===== src/rtl/gen_job_sched.sv =====
// gen_job_sched: queues size/repeat jobs, runs data_gen through its
// ap_start/ap_ready/ap_done handshake "repeat" times per job, counts the
// AXI-stream beats and frames seen on the tap while a job is active and
// reports them per job on a status channel with ready/valid handshake.
module gen_job_sched #(
    parameter int FIFO_DEPTH = 4,
    parameter int ID_W       = 4
) (
    input  logic            clk,
    input  logic            reset,
    input  logic            cmd_valid,
    output logic            cmd_ready,
    input  logic [31:0]     cmd_size,
    input  logic [15:0]     cmd_repeat,
    output logic [31:0]     gen_size,
    output logic            gen_ap_start,
    input  logic            gen_ap_ready,
    input  logic            gen_ap_done,
    input  logic            gen_ap_idle,
    input  logic            mon_tvalid,
    input  logic            mon_tready,
    input  logic            mon_tlast,
    output logic            sts_valid,
    input  logic            sts_ready,
    output logic [ID_W-1:0] sts_id,
    output logic [31:0]     sts_beats,
    output logic [15:0]     sts_frames,
    output logic            busy
);

    localparam int PTR_W = (FIFO_DEPTH > 1) ? $clog2(FIFO_DEPTH) : 1;
    localparam int CNT_W = PTR_W + 1;

    typedef enum logic [1:0] {
        S_IDLE      = 2'd0,
        S_START     = 2'd1,
        S_WAIT_DONE = 2'd2,
        S_REPORT    = 2'd3
    } state_t;

    // command FIFO
    logic [31:0]      fifo_size_r [FIFO_DEPTH];
    logic [15:0]      fifo_rep_r  [FIFO_DEPTH];
    logic [PTR_W-1:0] wr_ptr_r;
    logic [PTR_W-1:0] rd_ptr_r;
    logic [CNT_W-1:0] count_r;
    logic [CNT_W-1:0] count_next_s;
    logic             push_s;
    logic             pop_s;
    logic             cmd_ready_r;

    // scheduler state
    state_t           state_r;
    logic [15:0]      rep_r;
    logic [15:0]      run_cnt_r;
    logic [15:0]      run_next_s;
    logic [ID_W-1:0]  next_id_r;
    logic [31:0]      beats_r;
    logic [15:0]      frames_r;
    logic             beat_s;

    // registered outputs
    logic [31:0]      gen_size_r;
    logic             gen_ap_start_r;
    logic             sts_valid_r;
    logic [ID_W-1:0]  sts_id_r;
    logic             busy_r;

    // ap_idle is informational only; the start handshake relies on ap_ready
    logic             unused_idle_s;
    assign unused_idle_s = gen_ap_idle;

    assign push_s     = cmd_valid & cmd_ready_r;
    assign pop_s      = (state_r == S_IDLE) && (count_r != CNT_W'(0));
    assign run_next_s = run_cnt_r + 16'd1;
    assign beat_s     = ((state_r == S_START) || (state_r == S_WAIT_DONE)) &&
                        mon_tvalid && mon_tready;

    assign cmd_ready    = cmd_ready_r;
    assign gen_size     = gen_size_r;
    assign gen_ap_start = gen_ap_start_r;
    assign sts_valid    = sts_valid_r;
    assign sts_id       = sts_id_r;
    assign sts_beats    = beats_r;
    assign sts_frames   = frames_r;
    assign busy         = busy_r;

    // FIFO occupancy after this cycle's push and pop
    always_comb begin
        count_next_s = count_r;
        case ({push_s, pop_s})
            2'b10:   count_next_s = count_r + CNT_W'(1);
            2'b01:   count_next_s = count_r - CNT_W'(1);
            default: count_next_s = count_r;
        endcase
    end

    // FIFO storage write (contents are don't-care until pushed)
    always_ff @(posedge clk) begin
        if (push_s) begin
            fifo_size_r[wr_ptr_r] <= cmd_size;
            fifo_rep_r[wr_ptr_r]  <= cmd_repeat;
        end
    end

    // FIFO pointers, occupancy and registered not-full flag
    always_ff @(posedge clk) begin
        if (reset) begin
            wr_ptr_r    <= '0;
            rd_ptr_r    <= '0;
            count_r     <= '0;
            cmd_ready_r <= 1'b1;
        end else begin
            if (push_s) begin
                wr_ptr_r <= wr_ptr_r + PTR_W'(1);
            end
            if (pop_s) begin
                rd_ptr_r <= rd_ptr_r + PTR_W'(1);
            end
            count_r     <= count_next_s;
            cmd_ready_r <= (count_next_s != CNT_W'(FIFO_DEPTH));
        end
    end

    // scheduler FSM with stream monitor and registered outputs
    always_ff @(posedge clk) begin
        if (reset) begin
            state_r        <= S_IDLE;
            rep_r          <= 16'd0;
            run_cnt_r      <= 16'd0;
            next_id_r      <= '0;
            beats_r        <= 32'd0;
            frames_r       <= 16'd0;
            gen_size_r     <= 32'd0;
            gen_ap_start_r <= 1'b0;
            sts_valid_r    <= 1'b0;
            sts_id_r       <= '0;
            busy_r         <= 1'b0;
        end else begin
            busy_r <= (state_r != S_IDLE) || (count_next_s != CNT_W'(0));

            // beats only count while a job is running; saturate, never wrap
            if (beat_s) begin
                if (beats_r != 32'hFFFF_FFFF) begin
                    beats_r <= beats_r + 32'd1;
                end
                if (mon_tlast && (frames_r != 16'hFFFF)) begin
                    frames_r <= frames_r + 16'd1;
                end
            end

            case (state_r)
                S_IDLE: begin
                    if (pop_s) begin
                        sts_id_r  <= next_id_r;
                        next_id_r <= next_id_r + ID_W'(1);
                        rep_r     <= fifo_rep_r[rd_ptr_r];
                        run_cnt_r <= 16'd0;
                        beats_r   <= 32'd0;
                        frames_r  <= 16'd0;
                        busy_r    <= 1'b1;
                        if (fifo_rep_r[rd_ptr_r] == 16'd0) begin
                            sts_valid_r <= 1'b1;
                            state_r     <= S_REPORT;
                        end else begin
                            gen_size_r     <= fifo_size_r[rd_ptr_r];
                            gen_ap_start_r <= 1'b1;
                            state_r        <= S_START;
                        end
                    end
                end
                S_START: begin
                    if (gen_ap_ready) begin
                        if (gen_ap_done) begin
                            // run finished in its own handshake cycle
                            run_cnt_r <= run_next_s;
                            if (run_next_s == rep_r) begin
                                gen_ap_start_r <= 1'b0;
                                sts_valid_r    <= 1'b1;
                                state_r        <= S_REPORT;
                            end else begin
                                // next run is requested straight away
                                gen_ap_start_r <= 1'b1;
                                state_r        <= S_START;
                            end
                        end else begin
                            gen_ap_start_r <= 1'b0;
                            state_r        <= S_WAIT_DONE;
                        end
                    end
                end
                S_WAIT_DONE: begin
                    if (gen_ap_done) begin
                        run_cnt_r <= run_next_s;
                        if (run_next_s == rep_r) begin
                            sts_valid_r <= 1'b1;
                            state_r     <= S_REPORT;
                        end else begin
                            gen_ap_start_r <= 1'b1;
                            state_r        <= S_START;
                        end
                    end
                end
                S_REPORT: begin
                    if (sts_ready) begin
                        sts_valid_r <= 1'b0;
                        busy_r      <= (count_next_s != CNT_W'(0));
                        state_r     <= S_IDLE;
                    end
                end
                default: begin
                    gen_ap_start_r <= 1'b0;
                    sts_valid_r    <= 1'b0;
                    state_r        <= S_IDLE;
                end
            endcase
        end
    end

endmodule


===== config.mk =====
export PLATFORM = sky130hd
export DESIGN_NAME = gen_job_sched
export DESIGN_NICKNAME = d
export VERILOG_FILES = /design/src/rtl/gen_job_sched.sv
export SDC_FILE = /design/constraint.sdc
export NUM_CORES = 1
export LEC_CHECK = 0
export BUFFER_PORTS_ARGS = -buffer_cell sky130_fd_sc_hd__buf_2
export CAP_MARGIN = 20
export CORE_AREA = 2 2 175 194
export DETAILED_ROUTE_END_ITERATION = 8
export DIE_AREA = 0 0 177 196
export MAX_ROUTING_LAYER = met4
export PLACE_DENSITY = 0.6
export SLEW_MARGIN = 20
export SYNTH_ARGS = -nofsm -noshare
export SYNTH_HDL_FRONTEND = slang
export SYNTH_SLANG_ARGS = --single-unit

===== constraint.sdc =====
create_clock -name clk -period 4.01 [get_ports clk]
set_input_delay 0.6015 -clock clk [delete_from_list [all_inputs] [get_ports clk]]
set_output_delay 0.6015 -clock clk [all_outputs]
set_load 0.05 [all_outputs]

---- After elaboration in Yosys (flattened, before gate mapping) ----
Memory sizes are Yosys's and may differ from the RTL's. A register that Yosys moved wholly into a read port is not among the register bits.
Index checks and enable logic that the tools add are counted.
storage, ports and cells
  bits in registers ....................... 101
  memory bits (writable) .................. 192
  output and inout bits ................... 88
  memories ................................ 2
  word-level logic and storage cells ...... 103
  input bits .............................. 58
cells by class
  mux-type cells .......................... 43
  eq/ne operators ......................... 16
  reductions and logical operators ........ 18
  bitwise operators ....................... 2
  add/subtract/negate cells ............... 8
memories
  memory       depth  width  read ports  clocked after memory_dff  wr ports  RTL line  RTL
  fifo_size_r  4      32     1           1                         1         42        logic [31:0] fifo_size_r [FIFO_DEPTH];
  fifo_rep_r   4      16     1           1                         1         43        logic [15:0] fifo_rep_r [FIFO_DEPTH];
operators by type and width
  operator               number
  $mux 32                4
  $mux 16                7
  $pmux 16 s3            1
  $add 16x1->16 const B  2
  $add 32x1->32 const B  1
  $ne 32x32->1 const B   1
  $mux 2                 9
  $mux 1                 17
  $eq 16x16->1           1
  $logic_not 16->1       1
  $ne 16x16->1 const B   1
  $ne 2x2->1 const B     6
  $reduce_bool 3->1      3
  $pmux 2 s4             1
  $reduce_and 4->1       2
  $eq 2x2->1 const B     3
  $pmux 3 s2             1
  $reduce_and 3->1       2
  $reduce_and 6->1       1
  $add 2x1->2 const B    2
  $add 4x1->4 const B    1
  $eq 2x1->1 const B     2
  $logic_and 1x1->1      4
  $pmux 1 s4             1
  other kinds (12)       13

---- Depth between registers and ports, before layout ----
Gate-level depths: netlist of the first run.
  word-level depth ........................ 8
  gate-level depth with buffers ........... 15
  depth with buffers taken out ............ 13

---- Worst setup path after synthesis of the first run ----
No wires, ideal clock.
  path kind ............................... register to register
  start ................................... register state_r[0]
  end ..................................... register busy_r, in the netlist busy
  data required time ...................... 3940 ps
  stages on the path, launching flop included .. 16
  setup time .............................. 70 ps
  data arrival time ....................... 2843 ps
  path slack .............................. 1096 ps
  clock period less this slack ............ 2914 ps
  buffers on the path ..................... 2
  cells stage by stage .................... dfxtp_1 inv_1 ha_1 nand2b_1 clkbuf_1 inv_2 buf_1 ha_1 inv_1 fa_1 xor2_1 xor2_1 a22o_1 a21oi_1 o21ai_0 a21oi_1
on the way
  word-level cells in the longest chain between the ends .. 8
  elaborated cells between the ends (all ways) .. 12
  those cells by class .................... eq/ne: 3; mux: 4; reduce/logical: 5
RTL lines
  what                                             RTL line  RTL
  start, declared                                  53        state_t state_r;
  start signal, assigned                           128       state_r <= S_IDLE;
  start signal, assigned                           164       state_r <= S_REPORT;
  start signal, assigned                           168       state_r <= S_START;
  $logic_not 2->1                                  74, 152
  $logic_and 1x1->1                                74        assign pop_s = (state_r == S_IDLE) && (count_r != CNT_W'(0));
  $eq 2x1->1 / $eq 2x2->1 (equally long branches)  91        case ({push_s, pop_s})
  $pmux 3 s2                                       91
  $reduce_bool 3->1                                140, 207
  $logic_or 1x1->1                                 140       busy_r <= (state_r != S_IDLE) || (count_next_s != CNT_W'(0));
  $mux 1, on equally long branches                 205, 154
  $pmux 1 s2 (*)                                   152       case (state_r)
  end signal, assigned                             140
  end signal, assigned                             207       busy_r <= (count_next_s != CNT_W'(0));
  end, declared                                    67        logic busy_r;
Every way passes the cells marked *; elsewhere a longest branch is shown, timed or not.
A chain may end at the register's enable or synchronous reset.

==> results of run 1 <==
## logic make-up (layout without fill, tap and decap cells)
logic type / count (synthesis) / after routing / share of synthesized area [%]
compound gates: 99 / 99 / 4.427
xor+xnor: 66 / 66 / 4.380
fa+ha+maj: 15 / 15 / 1.479
buf+inv: 64 / 244 / 2.048
flops: 327 / 327 / 64.16
mux: 88 / 88 / 11.25
other cells: 0 / 6 / 0
simple gates: 333 / 333 / 12.26
## flip-flops by register name, summed over array words and instances (netlist names), 3 cells and up, named ones only
| signal | count |
|---|---|
| run_cnt_r | 16 |
| next_id_r | 4 |
| fifo_rep_r | 64 |
| fifo_size_r | 128 |
| sts_beats | 32 |
| rep_r | 16 |
| gen_size | 32 |
| count_r | 3 |
| sts_frames | 16 |
| sts_id | 4 |
## path summary, 6_finish.rpt
kind / startpoint / endpoint / slack, ps / cells past startpoint
max: flop / gen_size[5] / 1160 / 8
min: cmd_size[20] / fifo_size_r[2][20] / 280 / 1
max reg2reg: flop / gen_size[5] / 1160 / 8
min reg2reg: sts_id[3] / sts_id[3] / 460 / 2
## cell usage in the layout (no fill, tap or decap), types with 5 or more instances in the layout
master     Yosys  final
buf_2          5    144
or3_1         13     13
and3_1        19     15
edfxtp_1     192    192
a21oi_1       56     56
inv_1         15     15
a21o_1        10     10
nor4_1        12     12
and2_1         8      8
clkbuf_8       0      5
buf_4          0     19
nand2_1       72     72
mux2i_1       40     40
clkbuf_16      0     36
nor2_1       111    110
nand4_1       22     22
nand3_1       30     30
mux4_2        47     47
ha_1          14     14
clkbuf_1      37     10
diode_2        0      6
xor2_1        36     36
xnor2_1       30     30
nor3_1        20     20
o21ai_0       20     20
dfxtp_1      135    134
## power groups by stage
stage | combinational [mW] | clock (mW) | sequential (mW)
final | 2.99 | 3.20 | 4.33
after global routing | 3.27 | 3.43 | 4.39
after CTS | 3.04 | 3.29 | 4.34
after detailed placement | 3.04 | 0 | 4.40
after global placement | 3.01 | 0 | 4.39
after floorplan | 1.78 | 0 | 4.88
## per-stage QoR
step                      utilization [%]  worst slack (ps)  hold slack, ps  std cells  area, µm²
after floorplan                         -              1096           443.7        992      13200
after global placement              43.88              1169           451.8       1540      14410
after detailed placement            43.88              1152           456.6       1540      14410
after CTS                           47.40              1121           250.0       1604      15570
after global routing                47.44              1003           264.3       1610      15580
final                               47.44              1160           277.1       1610      15580
## metal layers
layer	up-vias	routed length [µm]
li1	3974	-
met1	3953	11450
met2	160	13320
met3	43	1641
met4	0	541
met5	-	0
## area by class of cell
class                   instances  area share (%)
clock inverters                13          0.9475
repair buffers                163           5.540
diodes                          6         0.09635
well taps                     432           3.469
flip-flops and latches        327           54.35
clock buffers                  51           6.464
multi-input cells             601           28.72
inverters                      17          0.4095
## Yosys cell counts (4+ instances only)
library cell / number / share of area (%)
a21o_1: 10 / 0.57
a21oi_1: 56 / 2.1
and2_1: 8 / 0.38
and3_1: 19 / 0.90
and4_1: 4 / 0.27
buf_2: 5 / 0.19
clkbuf_1: 37 / 1.1
dfxtp_1: 135 / 20
edfxtp_1: 192 / 44
ha_1: 14 / 1.3
inv_1: 15 / 0.43
mux2i_1: 40 / 3.0
mux4_2: 47 / 8.0
nand2_1: 72 / 2.0
nand3_1: 30 / 1.1
nand4_1: 22 / 1.0
nor2_1: 111 / 3.2
nor3_1: 20 / 0.76
nor4_1: 12 / 0.57
o21ai_0: 20 / 0.76
or3_1: 13 / 0.62
xnor2_1: 30 / 2.0
xor2_1: 36 / 2.4
==> summary.md, run 1 <==
| Metric | Value |
|---|---|
| Hold buffers post-CTS | `0` |
| NumNets Final | `approximately 1200` |
| First-pass GRT wire length | `43150 µm` |
| Via count | `8130` |
| CP Buf/Inv Count | `2` |
| Initial Util | `between 40% and 50%` |
| Fin. max-slew vios | `0` |
| Port-buffer cells | `144` |
| CP top delay family | `simple AND/OR/NAND/NOR gates` |
| FMAX | `between 300 and 400 MHz` |
| NetSw | `3.506 mW` |
| Cell area power density | `675.7 nW/µm²` |
| Fin. Hold Viols | `0` |
| Worst EP arrival | `~3200 ps` |
| Final Cycle Share | `71.08%` |
| Minimum clock period | `2850 ps` |
| DIE WIDTH | `around 180 µm` |
| Maximum capacitance violations | `0` |
| Reg area | `approximately 8500 µm²` |
| RSZ-0062 raised after global routing | `false` |
| Fill cells | `~3000` |
| CP required | `4400 ps` |
| Num CTS Buffers | `35` |
| Drt pass-1 iters | `4` |
| Startpoint Class | `flop` |
| Initial antenna violation count | `6` |
| Ys flop type | `edfxtp_1` |
| #FFs+latches synth | `327` |
| Met3 GRT Util | `4.671%` |
| Power share of the clock group | `30.4%` |
| Worst-skew pair later-pin latency | `around 540 ps` |
| Number of distinct library cells after synthesis | `51` |
| Post-synth EDFFs | `~190` |
| Clock Skew | `24.49 ps` |
| Int Pwr | `7.023 mW` |
| Share of layout cells above drive strength 1 | `23.72%` |
| Combinational fraction of design power | `28.4%` |
| Slew @ Worst Pin | `1003 ps` |
| Synth Warn # | `0` |
| Global route total overflow | `0` |
| Setup Fix Bufs, Post-CTS | `0` |
| H-tree depth | `2` |
| Worst Setup End Kind | `flop` |
| DRT iter0 DRCs | `between 400 and 500` |
| Die Footprint | `34690 µm²` |
| RD Place Congestion | `0.7851` |
| WL final | `between 20000 and 30000 µm` |
| Area of the multi-input gates | `about 4500 µm²` |
| Post-route ant nets | `0` |
| WL per Instance | `16.74 µm` |
| Total track usage | `16.24%` |
| Static leakage | `5.579 nW` |
| CTS sink cnt | `around 330` |
| Slowest CP cell | `mux4_2` |
| Area grow syn2layout | `18.06%` |
| Final setup viols | `0` |
| Core Footprint | `32840 µm²` |
| Core Rows | `70` |
| Sequential power share | `41.1%` |
| Hold WC Path Type | `input port to flop` |
| Async S/R FF share, synth | `0%` |
| Clk pin slew, worst setup/hold paths | `60 ps` |
| GR Util met1 | `18.94%` |
| Largest net degree at the start of global routing | `49` |
| Pwr Total | `approximately 11 mW` |
| Mapped Area | `between 10000 and 15000 µm²` |
| CP most frequent cell | `buf_4` |
| DR DRC count | `0` |
| Switch share | `33.30%` |
| CTS tree | `done` |
| Status | `finished, final reports clean` |
| Cell count after synthesis | `992` |
| I/O pins | `146` |
| Delay of the slowest critical-path stage | `around 570 ps` |
| Busiest grt layer | `met2` |
| Maximum vdd drop | `about 450 µV` |
| Post-CTS Resized | `0` |
| Root Driver | `clkbuf_16` |
| Avg Cell Area, Syn | `13.31 µm²` |
| Syn Nets | `1065` |
| CP Cell Sequence | `buf_4, mux4_2, nor4_1, and4_4, nor2_4, buf_4, mux2i_1, nor2_1` |
| Critical path type | `flop to flop` |
| Chip Height | `196 µm` |
| Post-DP HPWL | `17180 µm` |
| Clk buf depth | `3` |
| Max_slew headroom | `around 33%` |
| Number of global-route vias before repair | `around 8100` |
| Vias per Instance | `5.050` |
| Post-synthesis sequential area ratio | `between 60% and 70%` |
| Crit path max fanout | `32` |
| Post-route setup TNS | `0 ps` |
| M2 GR Usage | `27.28%` |
(Power assumes the default switching activity.)
==> run 2: changes to the inputs <==
clock period = 2.97 ns   (was 4.01 ns; I/O delays follow)
==> summary.md, run 2 (synthesized netlist as in run 1, its figures left out) <==
| Metric | Value |
|---|---|
| DIE WIDTH | `177 µm (unchanged)` |
| Root Driver | `clkbuf_16` |
| Core Footprint | `32840 µm² (unchanged)` |
| DR DRC count | `0 (unchanged)` |
| Maximum capacitance violations | `0 (unchanged)` |
| Post-route ant nets | `0 (unchanged)` |
| Vias per Instance | `5.068 (+0.37%)` |
| Setup Fix Bufs, Post-CTS | `0 (unchanged)` |
| I/O pins | `146 (unchanged)` |
| Cell area power density | `936.0 nW/µm² (+39%)` |
| WL final | `27730 µm (+2.9%)` |
| Hold_ws | `130.9 ps (-146.1 ps)` |
| Fin. Hold Viols | `0 (unchanged)` |
| Minimum clock period | `2672 ps (-177.9 ps)` |
| Fin. max-slew vios | `0 (unchanged)` |
| Critical path type | `flop to flop` |
| Placed cells | `1541 (+0.065%)` |
| Worst Setup End Kind | `flop` |
| Area of the multi-input gates | `4476 µm² (unchanged)` |
| Max reg flops | `128 (unchanged)` |
| Largest Register | `fifo_size_r` |
| Largest net degree at the start of global routing | `56 (+14%)` |
| WL per Instance | `17.19 µm (+2.7%)` |
| Die Footprint | `34690 µm² (unchanged)` |
| Via count | `8175 (+0.55%)` |
| M2 GR Usage | `27.99% (+0.71 points)` |
| Worst-skew pair later-pin latency | `530 ps (about the same)` |
| H-tree depth | `2 (unchanged)` |
| Total track usage | `16.66% (+0.42 points)` |
| Clk pin slew, worst setup/hold paths | `70 ps (about the same)` |
| Number of global-route vias before repair | `8308 (+2.1%)` |
| NumNets Final | `1220 (+0.16%)` |
| CTS sink cnt | `327 (unchanged)` |
| Port-buffer cells | `144 (unchanged)` |
| Post-CTS Resized | `0 (unchanged)` |
| Layout Cells excl Fill | `1613 (+0.19%)` |
| Area grow syn2layout | `19.93%` |
| Initial antenna violation count | `6 (unchanged)` |
| Commonest cells after routing, fill and taps aside | `192 x edfxtp_1, 144 x buf_2, 134 x dfxtp_1, 110 x nor2_1, 72 x nand2_1` |
| CP required | `3410 ps (-990 ps)` |
| Share of layout cells above drive strength 1 | `24.60% (+0.88 points)` |
| Clock Skew | `16.78 ps (-7.707 ps)` |
| GR Util met1 | `19.14% (+0.19 points)` |
| Busiest grt layer | `met2` |
| Chip Height | `196 µm (unchanged)` |
| Hold buffers post-CTS | `0 (unchanged)` |
| Slew @ Worst Pin | `996.6 ps (-6.773 ps)` |
| Startpoint Class | `flop` |
| Met3 GRT Util | `4.826% (+0.16 points)` |
| Initial Util | `40.19% (unchanged)` |
| Hold Path Depth | `1 (unchanged)` |
| Clk buf depth | `3 (unchanged)` |
| Num CTS Buffers | `36 (+2.9%)` |
| FMAX | `374.2 MHz (+6.7%)` |
| Regs by FF count | `fifo_size_r x128, fifo_rep_r x64` |
| First-pass GRT wire length | `44190 µm (+2.4%)` |
| Most common cell after layout, fill and taps aside | `edfxtp_1` |
| Final Cycle Share | `89.98% (+19 points)` |
| Fin worst setup slack | `297.7 ps (-862.1 ps)` |
| CTS tree | `done` |
| Post-route setup TNS | `0 ps (unchanged)` |
| DRT iter0 DRCs | `523 (+12%)` |
| RSZ-0062 raised after global routing | `false` |
| Status | `finished, final reports clean` |
| Drt pass-1 iters | `5 (+1)` |
| Final setup viols | `0 (unchanged)` |
| Maximum vdd drop | `626.4 µV (+39%)` |
| Pwr Total | `14.82 mW (+41%)` |
| Post-DP HPWL | `17860 µm (+4.0%)` |
| Static leakage | `5.674 nW (+1.7%)` |
| Max_slew headroom | `33.56% (+0.45 points)` |
| RD Place Congestion | `0.7996 (+1.8%)` |
| Global route total overflow | `0 (unchanged)` |
| FF-to-FF path depth | `8 (unchanged)` |
| Worst slack at placement | `325.1 ps (-827.3 ps)` |
| Crit path max fanout | `7 (-78%)` |
| Fill cells | `2929 (-0.71%)` |
| Reg area | `8469 µm² (unchanged)` |
| Hold WC Path Type | `input port to flop` |
| Core Rows | `70 (unchanged)` |
| Worst EP arrival | `3110 ps (-130 ps)` |
==> run 2: cell types whose count changed in the layout (fill, tap and decap cells not counted), sizes merged <==
cell | previous run | this run
bufinv | 2 | 6
inv | 18 | 21
clkinvlp | 0 | 3
clkbuf | 51 | 48
buf | 163 | 164
clkinv | 10 | 5
==> run 2: worst paths after layout <==
check,startpoint,to,slack (ps)
setup / recovery,run_cnt_r[0],sts_valid,300
hold / removal,cmd_size[20],fifo_size_r[1][20],130
setup reg to reg,run_cnt_r[0],sts_valid,300
hold reg to reg,sts_id[3],sts_id[3],460
==> run 2: per-stage QoR <==
step                      instance area (µm²)  util, %
after floorplan                         13200        -
after global placement                  14510    44.17
after detailed placement                14510    44.17
after CTS                               15810    48.15
after global routing                    15830    48.19
final                                   15830    48.19
==> run 2: final cells by class <==
cell class | count | area share, %
Clock inverter | 18 | 1.636
Inverter | 17 | 0.4031
Antenna cell | 6 | 0.09485
Sequential cell | 327 | 53.51
Tap cell | 432 | 3.415
Clock buffer | 48 | 6.616
Timing Repair Buffer | 164 | 6.055
Multi-Input combinational cell | 601 | 28.27
==> run 2: layer usage <==
| layer | part of all wire [%] | wire [µm] |
|---|---|---|
| met5 | 0 | 0 |
| met4 | 2.6 | 710 |
| met3 | 6.3 | 1754 |
| met2 | 50 | 13730 |
| met1 | 42 | 11530 |
==> run 2: where the power goes <==
group | internal (mW) | total (mW) | switching (mW) | leakage, nW
Sequential | 5.48 | 5.80 | 0.317 | 2.86
Combinational | 1.53 | 4.20 | 2.67 | 2.18
Clock | 3.02 | 4.82 | 1.81 | 0.633
Total | 10.0 | 14.8 | 4.80 | 5.67
==> run 2: critical path, stage by stage, from the launching register on <==
cell and delay [ps]:
dfxtp_1 450, ha_1 330, and2_1 210, nand3_1 150, xnor2_1 170, nor4_1 420, nand4_1 240, or3_1 370
a311oi_2 250
==> run 3: changes to the inputs <==
clock period = 2.6 ns   (was 2.97 ns; I/O delays follow)
==> summary.md, run 3 (synthesized netlist as in run 1, its figures left out) <==
| Metric | Value |
|---|---|
| Status | `finished, final reports clean` |
| Max reg flops | `128 (unchanged)` |
| Slowest CP cell | `mux4_2` |
| Worst-skew pair later-pin latency | `520 ps (about the same)` |
| I/O pins | `146 (unchanged)` |
| Core Rows | `70 (unchanged)` |
| Switch share | `33.25% (+0.88 points)` |
| Maximum vdd drop | `813.0 µV (+30%)` |
| FMAX | `399.2 MHz (+6.7%)` |
| Combinational fraction of design power | `30.5% (+2.2 points)` |
| Fin worst setup slack | `95.18 ps (-202.5 ps)` |
| H-tree depth | `2 (unchanged)` |
| Core Footprint | `32840 µm² (unchanged)` |
| Crit path max fanout | `3 (-4)` |
| Startpoint Class | `flop` |
| Post-route ant nets | `0 (unchanged)` |
| Final setup viols | `0 (unchanged)` |
| Fin. max-slew vios | `0 (unchanged)` |
| Int Pwr | `11.09 mW (+11%)` |
| WL final | `27510 µm (-0.78%)` |
| Sequential power share | `40.1% (+1.0 points)` |
| Hold buffers post-CTS | `0 (unchanged)` |
| Clk pin slew, worst setup/hold paths | `60 ps (about the same)` |
| Num CTS Buffers | `36 (unchanged)` |
| Initial Util | `40.19% (unchanged)` |
| CTS tree | `done` |
| Critical path type | `flop to flop` |
| Largest Register | `fifo_size_r` |
| Hold_ws | `78.90 ps (-52.03 ps)` |
| NumNets Final | `1248 (+2.3%)` |
| Root Driver | `clkbuf_16` |
| Most common cell after layout, fill and taps aside | `edfxtp_1` |
| Hold WC Path Type | `input port to flop` |
| Clk buf depth | `3 (unchanged)` |
| Drt pass-1 iters | `4 (-1)` |
| Port-buffer cells | `144 (unchanged)` |
| Post-DP HPWL | `17390 µm (-2.6%)` |
| DRT iter0 DRCs | `416 (-20%)` |
| Slew @ Worst Pin | `1008 ps (+11.07 ps)` |
| Final Cycle Share | `96.34% (+6.4 points)` |
| Static leakage | `5.768 nW (+1.7%)` |
| Share of layout cells above drive strength 1 | `26.77% (+2.2 points)` |
| Worst EP arrival | `2880 ps (-230 ps)` |
| DIE WIDTH | `177 µm (unchanged)` |
| Chip Height | `196 µm (unchanged)` |
| Die Footprint | `34690 µm² (unchanged)` |
| Pwr Total | `16.61 mW (+12%)` |
| Global route total overflow | `0 (unchanged)` |
| CP most frequent cell | `buf_4` |
| Total track usage | `16.40% (-0.26 points)` |
| CP Cell Sequence | `buf_4, mux4_2, nor4_2, buf_4, and4_4, inv_2, a221oi_4, mux2i_1, a311oi_2` |
| Clock Skew | `19.41 ps (+2.628 ps)` |
| Final instance area | `16020 µm² (+1.2%)` |
| Via count | `8278 (+1.3%)` |
| Placement Cell Area | `14740 µm² (+1.6%)` |
| Cell area power density | `1037 nW/µm² (+11%)` |
| Fin. Hold Viols | `0 (unchanged)` |
| Post-route setup TNS | `0 ps (unchanged)` |
| DR DRC count | `0 (unchanged)` |
| CP required | `2970 ps (-440 ps)` |
| RD Place Congestion | `0.8167 (+2.1%)` |
| Worst Setup End Kind | `flop` |
| Minimum clock period | `2505 ps (-167.5 ps)` |
| Commonest cells after routing, fill and taps aside | `192 x edfxtp_1, 144 x buf_2, 131 x dfxtp_1, 110 x nor2_1, 72 x nand2_1` |
| Worst slack at placement | `0.2331 ps (-324.9 ps)` |
| Power share of the clock group | `29.4% (-3.1 points)` |
| NetSw | `5.524 mW (+15%)` |
| Largest net degree at the start of global routing | `59 (+5.4%)` |
| WL per Instance | `16.74 µm (-2.6%)` |
| Maximum capacitance violations | `0 (unchanged)` |
| Initial antenna violation count | `8 (+2)` |
| Delay of the slowest critical-path stage | `530 ps (+80 ps)` |
| Area grow syn2layout | `21.34%` |
| Number of global-route vias before repair | `8246 (-0.75%)` |
| CTS sink cnt | `327 (unchanged)` |
| Max_slew headroom | `32.57% (-0.99 points)` |
| Vias per Instance | `5.038 (-0.59%)` |
| Regs by FF count | `fifo_size_r x128, fifo_rep_r x64` |
| First-pass GRT wire length | `43610 µm (-1.3%)` |
==> run 3: stage by stage <==
stage               instances  utilization (%)
floorplan                 992                -
global placement         1563            44.86
detailed placement       1563            44.86
CTS                      1629            48.41
global route             1643            48.76
finish                   1643            48.76
==> run 3: layout make-up <==
cell class                 count  area [µm²]
antenna                        8       20.02
clock buffer                  44       952.2
clock inverter                22       202.7
fill                        2900       16830
inverter                      17       63.81
multi-input combinational    601        4532
sequential                   327        8473
tap                          432       540.5
timing repair buffer         192        1231
==> run 3: routing by layer <==
| layer | vias up | wire length [µm] | GRT usage, % |
|---|---|---|---|
| met1 | 4038 | 11620 | 19.25 |
| li1 | 4044 | - | - |
| met4 | 0 | 507 | 4.224 |
| met2 | 157 | 13720 | 27.73 |
| met5 | - | 0 | - |
| met3 | 39 | 1669 | 4.574 |
==> run 3: power by group through the flow <==
stage | Clock, mW | Combinational (mW) | Sequential, mW
after global placement | 0 | 4.99 | 6.75
after global routing | 5.25 | 5.51 | 6.75
final | 4.88 | 5.07 | 6.66
after detailed placement | 0 | 5.02 | 6.77
after floorplan | 0 | 2.77 | 7.52
after CTS | 5.04 | 5.05 | 6.67
==> run 3: final timing paths <==
path                                      endpoint  cells past startpoint          from  slack, ps
worst max register to register           sts_valid                      9          flop        100
worst max-delay path                     sts_valid                      9          flop        100
worst min register to register           sts_id[1]                      2     sts_id[1]        460
worst min-delay path            fifo_size_r[0][28]                      1  cmd_size[28]         80
==> run 3: critical path: cells and delay by family, from the launching register on <==
family	cells	cell delay (ps)
flops	1	360
compound gates	2	280
simple gates	2	560
buf+inv	3	370
mux	2	780
==> run 3: what timing repair did <==
action                                 in CTS  in global routing
setup endpoints to repair                   1                  6
gates resized for setup                     2                 13
buffers inserted                            0                  6
endpoints found under the hold margin       0                  0
cloned                                      0                  0
pin swaps                                   0                  4
